`src/rtl/stream_slicer_pkg.sv`:
```
// Shared types and helpers for the stream slicer: capture-FSM state encoding
// and a constant-foldable ceil(log2) used to size counters and pointers.
package stream_slicer_pkg;

    typedef enum logic {
        IDLE = 1'b0,
        HOLD = 1'b1
    } cap_state_t;

    function automatic int unsigned clog2(input int unsigned value);
        int unsigned r;
        r = 0;
        while ((64'd1 << r) < 64'(value)) r++;
        return r;
    endfunction

endpackage

```
`src/rtl/stream_slicer_if.sv`:
```
// Upstream four-phase word handshake plus downstream slice stream of the slicer.
// master = upstream source / consumer side, slave = the slicer itself.
interface stream_slicer_if
    import stream_slicer_pkg::*;
#(
    parameter int unsigned IN_WIDTH  = 32,
    parameter int unsigned OUT_WIDTH = 8,
    parameter int unsigned DEPTH     = 2
);
    logic                   data_valid;
    logic [IN_WIDTH-1:0]    data_in;
    logic                   ack;
    logic                   read;
    logic                   data_valid_out;
    logic [OUT_WIDTH-1:0]   byte_out;
    logic [clog2(DEPTH):0]  words_buffered;

    modport master (
        output data_valid, data_in, read,
        input  ack, data_valid_out, byte_out, words_buffered
    );

    modport slave (
        input  data_valid, data_in, read,
        output ack, data_valid_out, byte_out, words_buffered
    );

endinterface

```
`src/rtl/slicer_word_fifo.sv`:
```
// Synchronous DEPTH x WIDTH word buffer with first-word-fall-through read port.
// A push into a full buffer is accepted only when a pop happens on the same edge.
module slicer_word_fifo
    import stream_slicer_pkg::*;
#(
    parameter int unsigned WIDTH = 32,
    parameter int unsigned DEPTH = 2
) (
    input  logic                  clk,
    input  logic                  rst,
    input  logic                  push,
    input  logic                  pop,
    input  logic [WIDTH-1:0]      din,
    output logic [WIDTH-1:0]      dout,
    output logic                  full,
    output logic                  empty,
    output logic [clog2(DEPTH):0] count
);
    localparam int unsigned AW = clog2(DEPTH);
    localparam int unsigned PW = (AW == 0) ? 1 : AW;
    localparam int unsigned CW = AW + 1;

    logic [WIDTH-1:0] mem [DEPTH];
    logic [PW-1:0]    wr_ptr;
    logic [PW-1:0]    rd_ptr;
    logic             do_push;
    logic             do_pop;

    // Explicit wrap keeps DEPTH == 1 correct where the pointer has a spare bit
    function automatic logic [PW-1:0] bump(input logic [PW-1:0] p);
        return (p == PW'(DEPTH - 1)) ? '0 : p + PW'(1);
    endfunction

    assign empty   = (count == '0);
    assign full    = (count == CW'(DEPTH));
    assign do_pop  = pop && !empty;
    assign do_push = push && (!full || do_pop);
    assign dout    = mem[rd_ptr];

    always_ff @(posedge clk) begin
        if (do_push) mem[wr_ptr] <= din;
    end

    always_ff @(posedge clk) begin
        if (rst) begin
            wr_ptr <= '0;
            rd_ptr <= '0;
            count  <= '0;
        end else begin
            if (do_push) wr_ptr <= bump(wr_ptr);
            if (do_pop)  rd_ptr <= bump(rd_ptr);
            if (do_push && !do_pop)      count <= count + CW'(1);
            else if (do_pop && !do_push) count <= count - CW'(1);
        end
    end

endmodule

```
`src/rtl/stream_slicer.sv`:
```
// Captures words from a four-phase upstream, buffers them and emits OUT_WIDTH slices.
// Define STREAM_SLICER_CDC_SYNC_EN to pass data_valid through a two-flop synchroniser.
module stream_slicer
    import stream_slicer_pkg::*;
#(
    parameter int unsigned IN_WIDTH  = 32,
    parameter int unsigned OUT_WIDTH = 8,
    parameter int unsigned DEPTH     = 2,
    parameter int unsigned MSB_FIRST = 1
) (
    input  logic           clk,
    input  logic           restart,
    stream_slicer_if.slave bus
);
    localparam int unsigned SLICES = IN_WIDTH / OUT_WIDTH;
    localparam int unsigned IW     = (clog2(SLICES) == 0) ? 1 : clog2(SLICES);

    if ((IN_WIDTH % OUT_WIDTH) != 0 || DEPTH == 0 || (DEPTH & (DEPTH - 1)) != 0) begin : g_bad_config
        $error("stream_slicer: IN_WIDTH must be a multiple of OUT_WIDTH and DEPTH a power of two");
    end

    logic                 dv_s;
    cap_state_t           state;
    cap_state_t           state_next;
    logic                 fifo_push;
    logic                 fifo_pop;
    logic                 fifo_full;
    logic                 fifo_empty;
    logic                 can_push;
    logic [IN_WIDTH-1:0]  fifo_dout;
    logic [clog2(DEPTH):0] fifo_count;
    logic [IN_WIDTH-1:0]  word_q;
    logic [IW-1:0]        idx;
    logic                 out_valid;
    logic                 advance;
    logic                 last;

`ifdef STREAM_SLICER_CDC_SYNC_EN
    (* ASYNC_REG = "TRUE" *) logic dv_meta;
    (* ASYNC_REG = "TRUE" *) logic dv_sync;

    always_ff @(posedge clk) begin
        if (restart) begin
            dv_meta <= 1'b0;
            dv_sync <= 1'b0;
        end else begin
            dv_meta <= bus.data_valid;
            dv_sync <= dv_meta;
        end
    end

    assign dv_s = dv_sync;
`else
    assign dv_s = bus.data_valid;
`endif

    slicer_word_fifo #(
        .WIDTH (IN_WIDTH),
        .DEPTH (DEPTH)
    ) u_fifo (
        .clk   (clk),
        .rst   (restart),
        .push  (fifo_push),
        .pop   (fifo_pop),
        .din   (bus.data_in),
        .dout  (fifo_dout),
        .full  (fifo_full),
        .empty (fifo_empty),
        .count (fifo_count)
    );

    assign can_push = !fifo_full || fifo_pop;

    always_ff @(posedge clk) begin
        if (restart) state <= IDLE;
        else         state <= state_next;
    end

    always_comb begin
        state_next = state;
        case (state)
            IDLE:    if (dv_s && can_push) state_next = HOLD;
            HOLD:    if (!dv_s)            state_next = IDLE;
            default: state_next = IDLE;
        endcase
    end

    always_comb begin
        fifo_push = (state == IDLE) && dv_s && can_push;
        bus.ack   = (state == HOLD);
    end

    assign advance  = out_valid && bus.read;
    assign last     = (idx == IW'(SLICES - 1));
    assign fifo_pop = !fifo_empty && (!out_valid || (advance && last));

    // word_q shifts so the current slice always sits at a fixed end; idx only tracks the boundary
    always_ff @(posedge clk) begin
        if (restart) begin
            out_valid <= 1'b0;
            idx       <= '0;
            word_q    <= '0;
        end else if (fifo_pop) begin
            out_valid <= 1'b1;
            idx       <= '0;
            word_q    <= fifo_dout;
        end else if (advance) begin
            if (last) begin
                out_valid <= 1'b0;
                idx       <= '0;
            end else begin
                idx    <= idx + IW'(1);
                word_q <= (MSB_FIRST != 0) ? (word_q << OUT_WIDTH) : (word_q >> OUT_WIDTH);
            end
        end
    end

    if (MSB_FIRST != 0) begin : g_msb_first
        assign bus.byte_out = word_q[IN_WIDTH-1 -: OUT_WIDTH];
    end else begin : g_lsb_first
        assign bus.byte_out = word_q[OUT_WIDTH-1:0];
    end

    assign bus.data_valid_out = out_valid;
    assign bus.words_buffered = fifo_count;

endmodule

```
`src/flat_wrapper.sv`:
```
// flat-port wrapper written by rule: the top's interface ports become plain ports
module stream_slicer_flat import stream_slicer_pkg::*;
#(
    parameter int unsigned IN_WIDTH  = 32,
    parameter int unsigned OUT_WIDTH = 8,
    parameter int unsigned DEPTH     = 2,
    parameter int unsigned MSB_FIRST = 1
)
  (clk, restart, bus_data_valid, bus_data_in, bus_read, bus_ack, bus_data_valid_out, bus_byte_out, bus_words_buffered);
  stream_slicer_if #(.IN_WIDTH(IN_WIDTH), .OUT_WIDTH(OUT_WIDTH), .DEPTH(DEPTH)) bus_i ();
  input  logic clk;
  input  logic restart;
  input wire logic [$bits(bus_i.data_valid)-1:0] bus_data_valid;
  input wire logic [$bits(bus_i.data_in)-1:0] bus_data_in;
  input wire logic [$bits(bus_i.read)-1:0] bus_read;
  output wire logic [$bits(bus_i.ack)-1:0] bus_ack;
  output wire logic [$bits(bus_i.data_valid_out)-1:0] bus_data_valid_out;
  output wire logic [$bits(bus_i.byte_out)-1:0] bus_byte_out;
  output wire logic [$bits(bus_i.words_buffered)-1:0] bus_words_buffered;
  assign bus_i.data_valid = bus_data_valid;
  assign bus_i.data_in = bus_data_in;
  assign bus_i.read = bus_read;
  assign bus_ack = bus_i.ack;
  assign bus_data_valid_out = bus_i.data_valid_out;
  assign bus_byte_out = bus_i.byte_out;
  assign bus_words_buffered = bus_i.words_buffered;
  stream_slicer #(.IN_WIDTH(IN_WIDTH), .OUT_WIDTH(OUT_WIDTH), .DEPTH(DEPTH), .MSB_FIRST(MSB_FIRST)) u_core (.clk(clk), .restart(restart), .bus(bus_i));
endmodule
```
`config.mk`:
```
export PLATFORM = sky130hd
export DESIGN_NAME = stream_slicer_flat
export DESIGN_NICKNAME = d
export VERILOG_FILES = /design/src/rtl/stream_slicer_pkg.sv /design/src/rtl/stream_slicer_if.sv /design/src/rtl/slicer_word_fifo.sv /design/src/rtl/stream_slicer.sv /design/src/flat_wrapper.sv
export SDC_FILE = /design/constraint.sdc
export NUM_CORES = 1
export LEC_CHECK = 0
export CELL_PAD_IN_SITES_DETAIL_PLACEMENT = 1
export CELL_PAD_IN_SITES_GLOBAL_PLACEMENT = 2
export CORE_ASPECT_RATIO = 0.9
export CORE_UTILIZATION = 42
export DETAILED_ROUTE_END_ITERATION = 8
export GPL_ROUTABILITY_DRIVEN = 0
export PLACE_DENSITY_LB_ADDON = 0.15
export REMOVE_ABC_BUFFERS = 1
export SLEW_MARGIN = 20
export SYNTH_ARGS = -nofsm -noshare
export SYNTH_HDL_FRONTEND = slang
export SYNTH_SLANG_ARGS = --single-unit
```
`constraint.sdc`:
```
create_clock -name clk -period 9.1 [get_ports clk]
set_input_delay 1.82 -clock clk [delete_from_list [all_inputs] [get_ports clk]]
set_output_delay 1.82 -clock clk [all_outputs]
set_load 0.01 [all_outputs]
```
==> results of run 1 <==
-- cell families (layout without fill, tap and decap cells) --
group                    after synthesis  after routing
AO/OA/AOI/OAI                         63             63
flip-flops                           105            105
adder cells (fa/ha/maj)                2              2
AND/OR/NAND/NOR                       52             52
multiplexers                          33             33
buffers and inverters                 31             70
XOR/XNOR                               4              4
-- final cells by class --
| class | instances | area [um2] | share of cell area (%) |
|---|---|---|---|
| inverters | 4 | 15.01 | 0.3158 |
| clock inverters | 5 | 56.30 | 1.184 |
| multi-input cells | 154 | 1152 | 24.24 |
| flip-flops and latches | 105 | 2744 | 57.71 |
| clock buffers | 11 | 141.4 | 2.974 |
| well taps | 122 | 152.6 | 3.211 |
| repair buffers | 50 | 493.0 | 10.37 |
-- per-stage QoR --
step	std cells	hold WS (ns)	area [um2]
after global routing	451	0.5115	4755
after global placement	435	0.4614	4552
after CTS	451	0.4900	4750
after floorplan	263	0.4508	3895
after detailed placement	435	0.4698	4552
final	451	0.4866	4755
-- critical path, cell delays in order --
cell and delay, ns:
clkdlybuf4s50_1 0.59, a21boi_2 0.12, a311oi_2 0.43, and2_1 0.69, buf_4 0.41
-- state kept, by name, indices dropped and copies added, names as in the netlist, named ones only --
register / flops
u_core.bus.ack: 1
u_core.bus.data_valid_out: 1
u_core.idx: 2
u_core.u_fifo.count: 2
u_core.u_fifo.mem: 64
u_core.u_fifo.rd_ptr: 1
u_core.u_fifo.wr_ptr: 1
u_core.word_q: 32
-- power groups by stage --
stage	sequential, uW	combinational (uW)	clock, uW
CTS	676	423	292
global route	687	460	308
detailed placement	686	420	0
finish	674	416	284
floorplan	673	282	0
global placement	682	412	0
-- cell usage in the layout, fill, tap and decap left out, types with 2 or more instances in the layout --
cell type and count:
a21oi_1 27, a22o_1 24, a22oi_1 8, buf_4 3, clkbuf_8 10, clkdlybuf4s50_1 47
clkinv_4 2, dfxtp_1 40, edfxtp_1 64, ha_1 2, inv_1 3, mux2_2 8
mux2i_1 25, nand2_1 3, nor2_1 12, nor2_4 2, nor2b_4 2, nor3_1 28
xnor2_1 2, xor2_1 2
-- routing by layer --
layer / global-route usage, % / wire [um]
met4: 5.556 / 90
met3: 3.759 / 243
met1: 21.38 / 3712
met5: 0 / 0
met2: 27.89 / 3667
-- final timing paths --
| kind | startpoint | endpoint | slack (ns) | depth (start not counted) |
|---|---|---|---|---|
| setup / recovery | bus_read | u_core.u_fifo.mem[1][6] | 5.06 | 5 |
| hold / removal | u_core.word_q[24] | u_core.word_q[24] | 0.49 | 1 |
| hold reg to reg | u_core.word_q[24] | u_core.word_q[24] | 0.49 | 1 |
| setup reg to reg | u_core.idx[0] | u_core.u_fifo.mem[1][6] | 6.59 | 5 |
==> summary.txt, run 1 <==
Detailed routing
  – Post-DR wirelength/cell: 17.10 um
  – Drt total wl: around 7700 um
  – DR iter-0 viols: 82
  – Pre-antenna DRT Iters: 4
  – Final ANT Viol Nets: 0
  – Via count: 2374
  – DR DRC count: 0
  – Avg Vias per Cell: roughly 5.3

Synth
  – Count of flip-flops with a built-in enable after synthesis: 64
  – Most common cell in the netlist: edfxtp_1
  – Adder-Cell Fraction of Synth Area: 0.6144%
  – Yosys cell types: 32
  – Post-synthesis register bit count: 105
  – Synth cell count leaders: edfxtp_1 (64), dfxtp_1 (41), nor3_1 (28), a21oi_1 (27), mux2i_1 (25)
  – Xor/xnor cell area share of the yosys netlist: less than 1%
  – Largest family of logic cells by synthesized area: compound AO/OA/AOI/OAI gates
  – Sequential share of the synthesized area: about two thirds
  – Mux contribution to synthesized area: 8.356%
  – Compound-Gate Fraction of Synth Area: 11.40%
  – Post-Syn Instances: 290
  – Simple-Gate Fraction of Synth Area: under 10%
  – Post-synth top flop: edfxtp_1
  – Mapped Area: about 4000 um2
  – Top cells by area, synth: edfxtp_1 (47%), dfxtp_1 (20%), mux2i_1 (6.1%)
  – Yosys Warn Count: 0
  – Post-synth top area cell: edfxtp_1
  – Syn Area/Cell: about 14 um2
  – Synth top area share: ~47%
  – Async S/R FF share, synth: 0%

Power
  – Worst VDD drop: between 100 and 150 uV
  – Part of the power in the clock network: between 20% and 30%
  – Power per cell area: roughly 290 nW/um2
  – Sw frac: between 30% and 40%
  – Sequential cell fraction of total power: approximately half
  – Total power: roughly 1400 uW
  – Sw power: 438.2 uW
  – Total internal power: between 900 and 1000 uW
  – Pleak: between 0.0015 and 0.002 uW
  – Combinational fraction of design power: a little under a third

STA
  – Final Hold Viols: 0
  – TNS Setup: 0 ns
  – Final period util: between 40 and 50%
  – Relative slew slack: 32.85%
  – FMAX: approximately 250 MHz
  – Setup ws final: between 5 and 6 ns
  – Count of final setup violators: 0
  – RSZ-0062 raised after global routing: no
  – Clock skew: roughly 0.0074 ns
  – Pins over their slew limit: 0
  – Tightest Pin Transition: approximately 1.0 ns
  – Final Critical Period: just over 4 ns

Place
  – Final HPWL DP: approximately 4600 um
  – Pre-CTS WS: 4.694 ns
  – Port bufs: 47

Cells and area
  – # nets final: about 360
  – Layout fillers: around 930
  – Ant diodes: 0
  – Share of layout cells above drive strength 1: between 10% and 20%
  – Layout area overhead: 16.74%
  – Core Util, Final: 51.41%

Floorplanning
  – Die ar.: a little over 10000 um2
  – CORE AREA: 9249 um2
  – Rows: 33
  – I/O Pins: 48
  – Initial core utilization: between 40% and 50%
  – Die height: about 95 um
  – Die Wd: around 110 um

Clocking
  – Worst-Skew Late Latency: ~0.35 ns
  – # resized after CTS: 0
  – CTS root buffer: clkbuf_8
  – Cts bufs inserted: 9
  – Clk buf depth: 2
  – Clock sinks: about 110
  – CTS tree: yes
  – H-tree levels: 3
  – Clock-pin slew on the worst setup and hold paths: ~0.09 ns
  – CTS Hold Buffers Added: 0
  – Post-CTS Setup Inserts: 0

Global routing
  – Initial antenna violation count: 0
  – GR Overflow Total: 0
  – First-pass GRT wire length: between 10000 and 15000 um
  – Vias in the first global route: ~2500
  – GRT Total Usage: between 10% and 20%
  – Largest net degree at the start of global routing: 37

Setup path
  – Worst Path Required: approximately 9.1 ns
  – Endpoint class of the critical path: flip-flop
  – WP data arrival: 4.07 ns
  – Critical Path Source Type: input pin
  – CP Max Fanout: 18
  – Worst setup path class: in -> reg

Run
  – Max Cap Viol: 0

Status
  – Outcome: finished, final reports clean

Worst hold path
  – Hold crit path type: reg -> reg
Note: power is estimated with default switching activity, not from simulation.
==> run 2: changes to the inputs <==
--- a/config.mk
+++ b/config.mk
@@ -8,7 +8,7 @@
 export CELL_PAD_IN_SITES_DETAIL_PLACEMENT = 1
 export CELL_PAD_IN_SITES_GLOBAL_PLACEMENT = 2
 export CORE_ASPECT_RATIO = 0.9
-export CORE_UTILIZATION = 42
+export CORE_UTILIZATION = 35
 export DETAILED_ROUTE_END_ITERATION = 8
 export GPL_ROUTABILITY_DRIVEN = 0
 export PLACE_DENSITY_LB_ADDON = 0.15
==> constraint.sdc (replaced) <==
create_clock -name clk -period 3.4 [get_ports clk]
set_input_delay 0.68 -clock clk [delete_from_list [all_inputs] [get_ports clk]]
set_output_delay 0.68 -clock clk [all_outputs]
set_load 0.01 [all_outputs]
==> summary.txt, run 2 (synthesis results as in run 1) <==
Detailed routing
  – DR iter-0 viols: 75
  – DR DRC count: 0
  – Final ANT Viol Nets: 0
  – Drt total wl: approximately 8400 um
  – Pre-antenna DRT Iters: 4
  – Via count: between 2000 and 2500
  – Avg Vias per Cell: slightly above 5
  – Post-DR wirelength/cell: 17.20 um

Global routing
  – Largest net degree at the start of global routing: 36
  – First-pass GRT wire length: ~14000 um
  – Vias in the first global route: about 2600
  – Initial antenna violation count: 0
  – GR Overflow Total: 0
  – GRT Total Usage: 15.10%

Setup path
  – Slowest CP cell: clkdlybuf4s50_1
  – WP data arrival: 2.47 ns
  – Worst setup path class: in -> reg
  – Worst path top cell family by delay: buffers and inverters
  – CP bufs+invs: 2
  – CP Max Fanout: 23
  – Worst Path Required: 3.44 ns
  – CP max stage delay: a little under 0.6 ns
  – Endpoint class of the critical path: flip-flop
  – Critical Path Source Type: input pin
  – Worst path cell trace: clkdlybuf4s50_1 > a21boi_2 > a311oi_2 > nor2b_4 > buf_12
  – Reg2Reg Depth: 6
  – Worst path depth: 5

Run
  – Max Cap Viol: 0

Power
  – Power per cell area: between 800 and 900 nW/um2
  – Worst VDD drop: 325.2 uV
  – Pleak: 0.001726 uW
  – Total power: slightly above 4000 uW

Floorplanning
  – I/O Pins: 48
  – Die ar.: about 12000 um2
  – CORE AREA: about 11000 um2
  – Rows: 36
  – Die Wd: roughly 120 um
  – Initial core utilization: around 37%
  – Die height: around 100 um

Clocking
  – # resized after CTS: 0
  – Clk buf depth: 2
  – H-tree levels: 3
  – Clock sinks: between 100 and 150
  – Post-CTS Setup Inserts: 0
  – CTS Hold Buffers Added: 0
  – Clock-pin slew on the worst setup and hold paths: approximately 0.070 ns
  – Cts bufs inserted: 9
  – Worst-Skew Late Latency: approximately 0.34 ns
  – CTS root buffer: clkbuf_16
  – CTS tree: yes

Cells and area
  – Layout area overhead: 22.06%
  – Share of layout cells above drive strength 1: around an eighth
  – Top flop regs: u_core.u_fifo.mem (64), u_core.word_q (32)
  – Ant diodes: 0
  – Non-Filler Instances: around 490
  – # nets final: roughly 370
  – Commonest cells after routing, fill and taps aside: edfxtp_1 (64), clkdlybuf4s50_1 (47), dfxtp_1 (40)
  – Most flops, register: u_core.u_fifo.mem
  – Design Area, Final: approximately 5000 um2
  – Largest register FFs: 64
  – Commonest non-fill, non-tap cell in the layout: edfxtp_1

Place
  – Port bufs: 47
  – Placed insts: 470
  – Placed cell area: between 4000 and 5000 um2
  – Final HPWL DP: approximately 4900 um

STA
  – Final period util: 71.48%
  – Relative slew slack: approximately 32%
  – Pins over their slew limit: 0
  – FMAX: just over 400 MHz
  – Count of final setup violators: 0
  – Final Critical Period: 2.430 ns
  – Final Hold Viols: 0
  – Tightest Pin Transition: about 1.0 ns
  – RSZ-0062 raised after global routing: no
  – Clock skew: about 0.0062 ns

Worst hold path
  – Hold depth: 1
  – Hold crit path type: reg -> reg

Status
  – Outcome: finished, final reports clean
run 2: changes by cell type in the layout (fill, tap and decap cells not counted), sizes merged:
| cell | delta |
|---|---|
| inv | +1 |
| clkbuf | -2 |
| buf | +5 |
| bufinv | +1 |
run 2: layout make-up:
type / count / area [um2]
clock buffer: 9 / 225.2
clock inverter: 7 / 93.84
fill: 1158 / 6110
inverter: 4 / 15.01
multi-input combinational: 154 / 1147
sequential: 105 / 2744
tap: 152 / 190.2
timing repair buffer: 55 / 555.5
run 2: layer usage:
metal / part of all wire (%) / up-vias / track usage (%)
met4: 1.0 / 0 / 4.762
li1: - / 1167 / -
met2: 49 / 33 / 25.19
met1: 47 / 1239 / 18.97
met5: 0 / - / 0
met3: 2.8 / 7 / 3.904
run 2: power by group:
group,switching (uW),internal (uW),total [uW]
Sequential,211,1600,1810
Clock,457,646,1100
Combinational,573,579,1150
Total,1240,2820,4060
run 2: path summary, 6_finish.rpt:
check / startpoint / end / slack (ns)
min: u_core.word_q[29] / u_core.word_q[29] / 0.48
max reg2reg: u_core.idx[0] / u_core.word_q[18] / 1.20
max: bus_read / u_core.u_fifo.mem[0][28] / 0.97
min reg2reg: u_core.word_q[29] / u_core.word_q[29] / 0.48
run 2: through the flow:
| step | setup TNS [ns] | worst slack (ns) | hold WS [ns] | util, % |
|---|---|---|---|---|
| 2_1_floorplan | -1.308 | -0.04087 | 0.4508 | - |
| 3_3_place_gp | 0 | 0.6015 | 0.4607 | 41.98 |
| 3_5_place_dp | 0 | 0.5854 | 0.4700 | 41.98 |
| 4_1_cts | 0 | 0.9327 | 0.4858 | 44.86 |
| 5_1_grt | 0 | 0.8460 | 0.5023 | 44.86 |
| 6_report | 0 | 0.9696 | 0.4769 | 44.86 |
==> run 3: changes to the inputs <==
--- a/config.mk
+++ b/config.mk
@@ -8,7 +8,7 @@
 export CELL_PAD_IN_SITES_DETAIL_PLACEMENT = 1
 export CELL_PAD_IN_SITES_GLOBAL_PLACEMENT = 2
 export CORE_ASPECT_RATIO = 0.9
-export CORE_UTILIZATION = 35
+export CORE_UTILIZATION = 39
 export DETAILED_ROUTE_END_ITERATION = 8
 export GPL_ROUTABILITY_DRIVEN = 0
 export PLACE_DENSITY_LB_ADDON = 0.15
==> constraint.sdc (replaced) <==
create_clock -name clk -period 2.29 [get_ports clk]
set_input_delay 0.458 -clock clk [delete_from_list [all_inputs] [get_ports clk]]
set_output_delay 0.458 -clock clk [all_outputs]
set_load 0.01 [all_outputs]
==> summary.txt, run 3 (synthesis results as in run 1) <==
Status
  – Outcome: finished, final reports clean

Global routing
  – Vias in the first global route: about 2500
  – GR Overflow Total: 0
  – First-pass GRT wire length: 12790 um
  – GRT Total Usage: 15.86%
  – Largest net degree at the start of global routing: 33
  – Initial antenna violation count: 0

Power
  – Power per cell area: 1181 nW/um2
  – Pleak: 0.001749 uW
  – Total power: around 6000 uW
  – Worst VDD drop: 392.6 uV

STA
  – RSZ-0062 raised after global routing: no
  – Final Hold Viols: 0
  – Hold Slack: roughly 0.48 ns
  – Clock skew: roughly 0.0084 ns
  – Count of final setup violators: 0
  – Pins over their slew limit: 0
  – Final period util: between 80 and 90%
  – Tightest Pin Transition: slightly above 1 ns
  – Relative slew slack: between 30% and 40%
  – Final Critical Period: approximately 2.0 ns
  – Setup ws final: between 0.2 and 0.3 ns
  – FMAX: about 500 MHz

Floorplanning
  – I/O Pins: 48
  – Die ar.: 10860 um2
  – Rows: 35
  – CORE AREA: a little over 10000 um2
  – Initial core utilization: about 40%
  – Die Wd: around 110 um
  – Die height: slightly below 100 um

Setup path
  – Worst Setup SP: u_core.idx[0]
  – Worst Path Required: between 2 and 3 ns
  – CP Max Fanout: 24
  – WP data arrival: 2.29 ns
  – Critical Path Source Type: flip-flop
  – R2r setup slk: about 0.28 ns
  – Beginning of the worst register-to-register path: u_core.idx[0]
  – Endpoint class of the critical path: flip-flop
  – Reg2Reg Depth: 5
  – Worst setup path class: reg -> reg
  – Worst reg2reg path endpoint: u_core.word_q[9]

Detailed routing
  – Post-DR wirelength/cell: about 17 um
  – Avg Vias per Cell: around 5.2
  – Pre-antenna DRT Iters: 4
  – Drt total wl: about 7900 um
  – Via count: 2437
  – DR DRC count: 0
  – DR iter-0 viols: 72
  – Final ANT Viol Nets: 0

Place
  – Pre-CTS WS: -0.02579 ns
  – Port bufs: 47
  – Final HPWL DP: between 4000 and 5000 um

Cells and area
  – Largest register FFs: between 60 and 70
  – Top flop regs: u_core.u_fifo.mem (64), u_core.word_q (32)
  – Share of layout cells above drive strength 1: about 15%
  – Area of the multi-input gates: 1147 um2
  – Most flops, register: u_core.u_fifo.mem
  – Sequential Area: approximately 2700 um2
  – Commonest non-fill, non-tap cell in the layout: edfxtp_1
  – Layout area overhead: 22.52%
  – Layout fillers: between 1000 and 1500
  – Commonest cells after routing, fill and taps aside: edfxtp_1 (64), clkdlybuf4s50_1 (47), dfxtp_1 (40)
  – Ant diodes: 0
  – Core Util, Final: 48.90%
  – # nets final: about 380

Clocking
  – # resized after CTS: 0
  – Clock-pin slew on the worst setup and hold paths: around 0.070 ns
  – H-tree levels: 3
  – Post-CTS Setup Inserts: 0
  – Cts bufs inserted: 9
  – Clock sinks: 105
  – CTS root buffer: clkbuf_16
  – CTS Hold Buffers Added: 0
  – CTS tree: yes
  – Clk buf depth: 2
  – Worst-Skew Late Latency: 0.34 ns

Run
  – Max Cap Viol: 0

Worst hold path
  – Hold crit path type: reg -> reg
  – Hold depth: 1
  – Worst hold endpoint: u_core.word_q[31]
  – Hold_sp: u_core.word_q[31]
[run 3: cell types whose count changed in the layout (fill, tap and decap cells not counted), sizes merged]
cell and change:
buf +8, bufinv -2, clkbuf +1, clkinvlp +1
[run 3: routing by layer]
metal | global-route usage, % | share of wire [%]
met1 | 20.21 | 48
met2 | 26.08 | 48
met3 | 4.630 | 3.2
met4 | 4.615 | 0.66
met5 | 0 | 0
[run 3: worst max-delay path by stage]
stage	to	slack [ns]
final	u_core.word_q[9]	0.28
after floorplan	u_core.u_fifo.mem[0][0]	-1.15
after global routing	u_core.word_q[12]	0.12
after global placement	u_core.word_q[30]	0.02
after detailed placement	u_core.word_q[9]	-0.03
after CTS	u_core.word_q[9]	0.20
[run 3: power by group]
group / internal (uW) / switching [uW]
clock: 769 / 661
combinational: 933 / 929
sequential: 2370 / 230
[run 3: critical path, cell delays in order, from the launching register on]
cell and delay (ns):
dfxtp_1 0.33, ha_1 0.28, nand2b_4 0.18, o2bb2ai_4 0.14, nor2_2 0.77, a22o_1 0.25
[run 3: per-stage QoR]
stage,std cells,cell area [um2],setup TNS [ns]
finish,471,4990,0
global route,471,4990,0
CTS,471,4990,0
detailed placement,455,4708,-0.2280
global placement,455,4708,0
floorplan,263,3895,-51.75
[run 3: area by class of cell]
cell class                 count  share of cell area, %
timing repair buffer          63                  12.84
sequential                   105                  54.99
multi-input combinational    154                  22.99
clock buffer                  10                  4.789
inverter                       4                 0.3009
tap                          129                  3.235
clock inverter                 6                 0.8526
